[src/rtl/bus_ctrl_pkg.sv]
// Shared types and default region map for the bus control unit.
// Optional feature macro used across the slice: UNMAPPED_ERR_EN.
package bus_ctrl_pkg;

  localparam int DEF_ADDR_W = 20;
  localparam int DEF_DATA_W = 8;
  localparam int DEF_NUM_CS = 4;
  localparam int DEF_WAIT_W = 4;

  // Region struct fields are wide enough for any practical bus; users truncate.
  localparam int REGION_FIELD_W      = 32;
  localparam int REGION_WAIT_FIELD_W = 8;

  localparam logic [DEF_NUM_CS*DEF_ADDR_W-1:0] DEF_REGION_BASE =
    {20'h01C00, 20'h0FF00, 20'h80000, 20'h00000};
  localparam logic [DEF_NUM_CS*DEF_ADDR_W-1:0] DEF_REGION_MASK =
    {20'h0FE00, 20'h0FFF0, 20'h80000, 20'h80000};
  localparam logic [DEF_NUM_CS-1:0] DEF_REGION_IO = 4'b1100;
  localparam logic [DEF_NUM_CS*DEF_WAIT_W-1:0] DEF_REGION_WAIT =
    {4'd3, 4'd1, 4'd2, 4'd0};

  typedef enum logic [1:0] {
    IDLE = 2'd0,
    ADDR = 2'd1,
    WAIT = 2'd2,
    XFER = 2'd3
  } state_t;

  typedef struct packed {
    logic [REGION_FIELD_W-1:0]      base;
    logic [REGION_FIELD_W-1:0]      mask;
    logic                           io;
    logic [REGION_WAIT_FIELD_W-1:0] wait_states;
  } region_t;

  // RD and WR low together count as one strobe.
  function automatic logic strobe_active(input logic rd, input logic wr);
    return !rd || !wr;
  endfunction

endpackage

[src/rtl/bus_ctrl_if.sv]
// CPU-side bus bundle for bus_ctrl_unit; extra error ports exist only
// when UNMAPPED_ERR_EN is defined.
interface bus_ctrl_if
  import bus_ctrl_pkg::*;
#(
  parameter int ADDR_W = DEF_ADDR_W,
  parameter int DATA_W = DEF_DATA_W,
  parameter int NUM_CS = DEF_NUM_CS
);
  logic                     ALE;
  logic [DATA_W-1:0]        AD;
  logic [ADDR_W-DATA_W-1:0] A;
  logic                     IOM;
  logic                     RD;
  logic                     WR;
  logic                     DTR;
  logic                     DEN;
  logic [ADDR_W-1:0]        ADDRESS;
  logic [NUM_CS-1:0]        CS;
  logic                     READY;
  logic                     XCVR_TX;
  logic                     XCVR_RX;
  logic                     BUSY;
`ifdef UNMAPPED_ERR_EN
  logic                     BUS_ERR;
  logic [ADDR_W-1:0]        ERR_ADDR;

  modport master (
    output ALE, AD, A, IOM, RD, WR, DTR, DEN,
    input  ADDRESS, CS, READY, XCVR_TX, XCVR_RX, BUSY, BUS_ERR, ERR_ADDR
  );
  modport slave (
    input  ALE, AD, A, IOM, RD, WR, DTR, DEN,
    output ADDRESS, CS, READY, XCVR_TX, XCVR_RX, BUSY, BUS_ERR, ERR_ADDR
  );
`else
  modport master (
    output ALE, AD, A, IOM, RD, WR, DTR, DEN,
    input  ADDRESS, CS, READY, XCVR_TX, XCVR_RX, BUSY
  );
  modport slave (
    input  ALE, AD, A, IOM, RD, WR, DTR, DEN,
    output ADDRESS, CS, READY, XCVR_TX, XCVR_RX, BUSY
  );
`endif
endinterface

[src/rtl/bus_region_decode.sv]
// Combinational region match and lowest-index priority select, returning the
// one-hot chip select and the wait-state count of the winning region.
module bus_region_decode
  import bus_ctrl_pkg::*;
#(
  parameter int                         ADDR_W      = DEF_ADDR_W,
  parameter int                         NUM_CS      = DEF_NUM_CS,
  parameter int                         WAIT_W      = DEF_WAIT_W,
  parameter logic [NUM_CS*ADDR_W-1:0]   REGION_BASE = DEF_REGION_BASE,
  parameter logic [NUM_CS*ADDR_W-1:0]   REGION_MASK = DEF_REGION_MASK,
  parameter logic [NUM_CS-1:0]          REGION_IO   = DEF_REGION_IO,
  parameter logic [NUM_CS*WAIT_W-1:0]   REGION_WAIT = DEF_REGION_WAIT
) (
  input  logic [ADDR_W-1:0] address,
  input  logic              iom,
  output logic [NUM_CS-1:0] cs,
  output logic [WAIT_W-1:0] wait_states
);

  logic [NUM_CS-1:0] hit;
  logic [WAIT_W-1:0] region_wait [NUM_CS];

  for (genvar i = 0; i < NUM_CS; i++) begin : g_region
    localparam region_t R = '{
      base:        REGION_FIELD_W'(REGION_BASE[i*ADDR_W +: ADDR_W]),
      mask:        REGION_FIELD_W'(REGION_MASK[i*ADDR_W +: ADDR_W]),
      io:          REGION_IO[i],
      wait_states: REGION_WAIT_FIELD_W'(REGION_WAIT[i*WAIT_W +: WAIT_W])
    };
    localparam logic [ADDR_W-1:0] MASK = ADDR_W'(R.mask);
    localparam logic [ADDR_W-1:0] BASE = ADDR_W'(R.base & R.mask);

    assign hit[i]         = (iom == R.io) && ((address & MASK) == BASE);
    assign region_wait[i] = WAIT_W'(R.wait_states);
  end

  // NOTE: every output gets a default before the loop, so no latch is inferred.
  always_comb begin
    logic found;
    found       = 1'b0;
    cs          = '0;
    wait_states = '0;
    for (int i = 0; i < NUM_CS; i++) begin
      if (hit[i] && !found) begin
        found          = 1'b1;
        cs[i]          = 1'b1;
        wait_states    = region_wait[i];
      end
    end
  end

endmodule

[src/rtl/bus_ctrl_unit.sv]
// Bus control unit: latches the multiplexed address, decodes chip selects and
// inserts per-region wait states. Optional macro: UNMAPPED_ERR_EN.
module bus_ctrl_unit
  import bus_ctrl_pkg::*;
#(
  parameter int                         ADDR_W      = DEF_ADDR_W,
  parameter int                         DATA_W      = DEF_DATA_W,
  parameter int                         NUM_CS      = DEF_NUM_CS,
  parameter int                         WAIT_W      = DEF_WAIT_W,
  parameter logic [NUM_CS*ADDR_W-1:0]   REGION_BASE = DEF_REGION_BASE,
  parameter logic [NUM_CS*ADDR_W-1:0]   REGION_MASK = DEF_REGION_MASK,
  parameter logic [NUM_CS-1:0]          REGION_IO   = DEF_REGION_IO,
  parameter logic [NUM_CS*WAIT_W-1:0]   REGION_WAIT = DEF_REGION_WAIT
) (
  input logic        CLK,
  input logic        RESET,
  bus_ctrl_if.slave  bus
);

  state_t            state;
  logic [ADDR_W-1:0] address;
  logic              iom_cap;
  logic [NUM_CS-1:0] cs;
  logic              ready;
  logic              busy;
  logic [WAIT_W-1:0] count;
  logic [NUM_CS-1:0] dec_cs;
  logic [WAIT_W-1:0] dec_wait;
  logic              strobe;
`ifdef UNMAPPED_ERR_EN
  logic              bus_err;
  logic [ADDR_W-1:0] err_addr;
`endif

  bus_region_decode #(
    .ADDR_W      (ADDR_W),
    .NUM_CS      (NUM_CS),
    .WAIT_W      (WAIT_W),
    .REGION_BASE (REGION_BASE),
    .REGION_MASK (REGION_MASK),
    .REGION_IO   (REGION_IO),
    .REGION_WAIT (REGION_WAIT)
  ) u_decode (
    .address     (address),
    .iom         (iom_cap),
    .cs          (dec_cs),
    .wait_states (dec_wait)
  );

  assign strobe = strobe_active(bus.RD, bus.WR);

  // NOTE: sequential state uses non-blocking assignments only, so every
  // branch below sees the values from before this edge.
  always_ff @(posedge CLK) begin
    if (!RESET) begin
      state    <= IDLE;
      address  <= '0;
      iom_cap  <= 1'b0;
      cs       <= '0;
      ready    <= 1'b1;
      busy     <= 1'b0;
      count    <= '0;
`ifdef UNMAPPED_ERR_EN
      bus_err  <= 1'b0;
      err_addr <= '0;
`endif
    end else begin
      case (state)
        IDLE: begin
          if (bus.ALE) begin
            address[DATA_W-1:0]      <= bus.AD;
            address[ADDR_W-1:DATA_W] <= bus.A;
            iom_cap                  <= bus.IOM;
            busy                     <= 1'b1;
            state                    <= ADDR;
          end
        end
        ADDR: begin
          if (bus.ALE) begin
            address[DATA_W-1:0]      <= bus.AD;
            address[ADDR_W-1:DATA_W] <= bus.A;
            iom_cap                  <= bus.IOM;
            cs                       <= '0;
          end else begin
            cs <= dec_cs;
            if (strobe) begin
              count <= dec_wait;
              if (dec_wait == '0) begin
                state <= XFER;
              end else begin
                ready <= 1'b0;
                state <= WAIT;
              end
`ifdef UNMAPPED_ERR_EN
              // The first unmapped access is the one worth keeping for debug.
              if (dec_cs == '0 && !bus_err) begin
                bus_err  <= 1'b1;
                err_addr <= address;
              end
`endif
            end
          end
        end
        WAIT: begin
          if (!strobe) begin
            ready <= 1'b1;
            cs    <= '0;
            busy  <= 1'b0;
            count <= '0;
            state <= IDLE;
          end else if (count <= WAIT_W'(1)) begin
            ready <= 1'b1;
            count <= '0;
            state <= XFER;
          end else begin
            count <= count - WAIT_W'(1);
          end
        end
        XFER: begin
          // A new ALE closes this cycle and starts the next one immediately.
          if (bus.ALE) begin
            address[DATA_W-1:0]      <= bus.AD;
            address[ADDR_W-1:DATA_W] <= bus.A;
            iom_cap                  <= bus.IOM;
            cs                       <= '0;
            state                    <= ADDR;
          end else if (!strobe) begin
            cs    <= '0;
            busy  <= 1'b0;
            state <= IDLE;
          end
        end
        default: state <= IDLE;
      endcase
    end
  end

  assign bus.ADDRESS = address;
  assign bus.CS      = cs;
  assign bus.READY   = ready;
  assign bus.BUSY    = busy;
  assign bus.XCVR_TX = bus.DTR & ~bus.DEN;
  assign bus.XCVR_RX = ~bus.DTR & ~bus.DEN;
`ifdef UNMAPPED_ERR_EN
  assign bus.BUS_ERR  = bus_err;
  assign bus.ERR_ADDR = err_addr;
`endif

endmodule

[src/flat_wrapper.sv]
// flat-port wrapper written by rule: the top's interface ports become plain ports
module bus_ctrl_unit_flat import bus_ctrl_pkg::*;
#(
  parameter int                         ADDR_W      = DEF_ADDR_W,
  parameter int                         DATA_W      = DEF_DATA_W,
  parameter int                         NUM_CS      = DEF_NUM_CS,
  parameter int                         WAIT_W      = DEF_WAIT_W,
  parameter logic [NUM_CS*ADDR_W-1:0]   REGION_BASE = DEF_REGION_BASE,
  parameter logic [NUM_CS*ADDR_W-1:0]   REGION_MASK = DEF_REGION_MASK,
  parameter logic [NUM_CS-1:0]          REGION_IO   = DEF_REGION_IO,
  parameter logic [NUM_CS*WAIT_W-1:0]   REGION_WAIT = DEF_REGION_WAIT
)
  (CLK, RESET, bus_ALE, bus_AD, bus_A, bus_IOM, bus_RD, bus_WR, bus_DTR, bus_DEN, bus_ADDRESS, bus_CS, bus_READY, bus_XCVR_TX, bus_XCVR_RX, bus_BUSY);
  bus_ctrl_if #(.ADDR_W(ADDR_W), .DATA_W(DATA_W), .NUM_CS(NUM_CS)) bus_i ();
  input logic CLK;
  input logic RESET;
  input wire logic [$bits(bus_i.ALE)-1:0] bus_ALE;
  input wire logic [$bits(bus_i.AD)-1:0] bus_AD;
  input wire logic [$bits(bus_i.A)-1:0] bus_A;
  input wire logic [$bits(bus_i.IOM)-1:0] bus_IOM;
  input wire logic [$bits(bus_i.RD)-1:0] bus_RD;
  input wire logic [$bits(bus_i.WR)-1:0] bus_WR;
  input wire logic [$bits(bus_i.DTR)-1:0] bus_DTR;
  input wire logic [$bits(bus_i.DEN)-1:0] bus_DEN;
  output wire logic [$bits(bus_i.ADDRESS)-1:0] bus_ADDRESS;
  output wire logic [$bits(bus_i.CS)-1:0] bus_CS;
  output wire logic [$bits(bus_i.READY)-1:0] bus_READY;
  output wire logic [$bits(bus_i.XCVR_TX)-1:0] bus_XCVR_TX;
  output wire logic [$bits(bus_i.XCVR_RX)-1:0] bus_XCVR_RX;
  output wire logic [$bits(bus_i.BUSY)-1:0] bus_BUSY;
  assign bus_i.ALE = bus_ALE;
  assign bus_i.AD = bus_AD;
  assign bus_i.A = bus_A;
  assign bus_i.IOM = bus_IOM;
  assign bus_i.RD = bus_RD;
  assign bus_i.WR = bus_WR;
  assign bus_i.DTR = bus_DTR;
  assign bus_i.DEN = bus_DEN;
  assign bus_ADDRESS = bus_i.ADDRESS;
  assign bus_CS = bus_i.CS;
  assign bus_READY = bus_i.READY;
  assign bus_XCVR_TX = bus_i.XCVR_TX;
  assign bus_XCVR_RX = bus_i.XCVR_RX;
  assign bus_BUSY = bus_i.BUSY;
  bus_ctrl_unit #(.ADDR_W(ADDR_W), .DATA_W(DATA_W), .NUM_CS(NUM_CS), .WAIT_W(WAIT_W), .REGION_BASE(REGION_BASE), .REGION_MASK(REGION_MASK), .REGION_IO(REGION_IO), .REGION_WAIT(REGION_WAIT)) u_core (.CLK(CLK), .RESET(RESET), .bus(bus_i));
endmodule
[config.mk]
export PLATFORM = sky130hd
export DESIGN_NAME = bus_ctrl_unit_flat
export DESIGN_NICKNAME = d
export VERILOG_FILES = /design/src/rtl/bus_ctrl_pkg.sv /design/src/rtl/bus_ctrl_if.sv /design/src/rtl/bus_region_decode.sv /design/src/rtl/bus_ctrl_unit.sv /design/src/flat_wrapper.sv
export SDC_FILE = /design/constraint.sdc
export NUM_CORES = 1
export LEC_CHECK = 0
export CAP_MARGIN = 25
export CORE_UTILIZATION = 60
export CTS_CLUSTER_DIAMETER = 60
export CTS_CLUSTER_SIZE = 28
export DETAILED_ROUTE_END_ITERATION = 7
export DONT_BUFFER_PORTS = 1
export PLACE_DENSITY = 0.8
export SYNTH_ARGS = -nofsm -noshare
export SYNTH_HDL_FRONTEND = slang
export SYNTH_SLANG_ARGS = --single-unit
[constraint.sdc]
create_clock -name CLK -period 1.9 [get_ports CLK]
set_input_delay 0.57 -clock CLK [delete_from_list [all_inputs] [get_ports CLK]]
set_output_delay 0.57 -clock CLK [all_outputs]
set_load 0.05 [all_outputs]
==> impl_metrics.yaml <==
drt:
  drtAntennaViolNets: 0
  drc: 0
  wl_per_cell_um: 13.94
  wl_um: 3066
  viasPerCell: 5.932
  first_pass_iters: 4
  drtIter0Drc: 27
  vias: 1305
layout:
  stdcell_area_um2: 1594
  instances_no_fill: 220
  final_util_pct: 71.37
  num-fill-cells: 175
  drive_gt1_share_pct: 13.54
  antennaDiodeCount: 0
  nets: 222
  area_growth_pct: 10.88
sta:
  finalHoldViolations: 0
  rsz0062_at_grt: "false"
  period_minus_slack_ns: 1.662
  slew-limit-headroom_pct: 53.44
  final_critical_path_setup_slack_ns: 0.2377
  fin_tns_setup_ns: 0
  setup_viol: 0
  finalMaxSlewViolations: 0
  max_freq_ghz: 0.6016
  max_slew.worst_pin.slew_ns: 0.6984
  holdWs_ns: 0.3688
  skew_ns: 0.004829
  finalCritPeriodShare_pct: 87.49
place:
  io_buffer_count: 0
  placed_area_um2: 1539
  dp_slack_ns: 0.2618
  dp.final_hpwl_um: 2247
  gp_congestion: 0.8450
  dp_cells: 213
critical_path:
  rr_startpoint: "u_core.state[0]"
  cp-end-kind: "flop"
  reg2reg_slack_ns: 0.24
  crit_end: "u_core.bus.ADDRESS[15]"
  critical_path_required_ns: 2.15
  startpoint_type: "flop"
  crit_path_max_fanout: 21
  startpoint: "u_core.state[0]"
  crit_arrival_ns: 1.91
  path_class: "reg2reg"
  worstReg2RegEnd: "u_core.bus.ADDRESS[15]"
  reg2regPathDepth: 4
grt:
  grt_max_degree: 29
  grt_use_met1_pct: 24.81
  antenna_found_initial: 0
  grt_overflow: 0
  grtUsageMet2_pct: 46.05
  grt_pass1_vias: 1181
  grt_pass1_wl_um: 4740
  grt_use_met3_pct: 6.548
  top_usage_layer: "met2"
  grt_use_total_pct: 24.91
synthesis:
  yosys.area.top_type: "dfxtp_1"
  syn-cell-area_um2: 1438
  postSynthCellCount: 178
  synth.most_common_cell: "nand2_1"
  syn_nets: 208
  avgSynthCellArea_um2: 8.077
  synth-edff-count: 0
  ys_async_sr_fraction_pct: 0
  ys.flop_type: "dfxtp_1"
  yosysSeqAreaShare_pct: 45.95
  yosysUniqueCellTypes: 41
  yosysWarningCount: 0
  synth_area_leaders: "dfxtp_1 46%, nand2_1 14%, a21oi_1 10%"
  synth-seq-cells: 33
  synth_top_area_share_pct: 45.95
  synthTopCellsByCount: "53 x nand2_1, 33 x dfxtp_1, 29 x a21oi_1"
clocking:
  cts_buffers: 5
  cts_hold_buf: 0
  cts_sinks: 33
  post-cts-setup-buffer-count: 0
  path_clk_slew_ns: 0.09
  cts.path.max_buffers: 2
  cts_resized: 0
  cts_tree: "done"
  clock-root-buffer: "clkbuf_4"
  worstSkewPairLatency_ns: 0.32
  cts-htree-levels: 2
power_and_ir_drop:
  p_int_mw: 0.9979
  swShare_pct: 32.61
  pwr-share-clk_pct: 26.2
  ir_drop_v: 0.0007743
  p_leak_nw: 0.6388
  power.switching_mw: 0.4829
  seqPwrFrac_pct: 55.9
  power.density_nw_per_um2: 929.0
  p_comb_share_pct: 17.9
  power_mw: 1.481
die:
  initial_core_util_pct: 64.37
  rows: 17
  die_x_um: 50.95
  die_h_um: 50.95
  num_io_pins: 56
  coreArea_um2: 2233
  dieArea_um2: 2596
min_path:
  hold_path.class: "in2reg"
  hold_depth: 2
run_status:
  status: "finished clean"
flow_run:
  drv_cap: 0
[metal layers]
metal	part of all wire [%]	wire length [µm]	up-vias
met1	40	1221	598
met2	52	1591	56
li1	-	-	646
met3	6.8	208	5
met4	1.4	44	0
met5	0	0	-
[worst min path at each step]
stage                    from                endpoint
6_report             bus_A[9]  u_core.bus.ADDRESS[17]
5_1_grt              bus_A[9]  u_core.bus.ADDRESS[17]
4_1_cts              bus_A[8]  u_core.bus.ADDRESS[16]
3_3_place_gp   u_core.iom_cap          u_core.iom_cap
2_1_floorplan  u_core.iom_cap          u_core.iom_cap
3_5_place_dp   u_core.iom_cap          u_core.iom_cap
[critical path, stage by stage, from the launching register on]
cell and delay [ns]:
dfxtp_1 0.50, nand2b_1 0.21, and2_1 0.60, nand2_1 0.13, a21oi_1 0.16
[area by class of cell]
type                       count  area [µm²]  area share, %
multi-input combinational    133       715.7          44.90
sequential                    33       660.6          41.44
timing repair buffer          15       112.6          7.064
clock buffer                   7       55.05          3.454
tap                           28       35.03          2.198
inverter                       4       15.01         0.9419
[power by group through the flow]
stage / Combinational, mW / Clock (mW) / Sequential, mW
CTS: 0.266 / 0.391 / 0.827
global placement: 0.255 / 0 / 0.841
floorplan: 0.162 / 0 / 0.889
detailed placement: 0.266 / 0 / 0.843
global route: 0.290 / 0.425 / 0.833
finish: 0.266 / 0.388 / 0.827
[cell families (layout without fill, tap and decap cells)]
kind of cell    Yosys count  count (layout)  synth area share, %
compound gates           47              47                19.93
fa+ha+maj                 2               2                1.740
buf+inv                  12              26                4.264
flops                    33              33                45.95
simple gates             84              84                28.11
[flip-flops by register name, indices dropped and copies added, names as in the netlist]
| signal | cells |
|---|---|
| u_core.bus.ADDRESS | 20 |
| u_core.bus.CS | 4 |
| u_core.count | 4 |
| u_core.state | 2 |
| u_core.bus.BUSY | 1 |
| u_core.bus.READY | 1 |
| u_core.iom_cap | 1 |
[layout by cell type (no fill, tap or decap), types with 3 or more instances in the layout]
| cell type | instances |
|---|---|
| nand2_1 | 53 |
| dfxtp_1 | 33 |
| a21oi_1 | 29 |
| buf_4 | 15 |
| nor2_1 | 6 |
| clkbuf_4 | 5 |
| and2_1 | 4 |
| inv_1 | 3 |
| a22oi_1 | 3 |
| o21ai_0 | 3 |
| nand4_1 | 3 |
No activity file was read; power rests on OpenSTA's default activity.
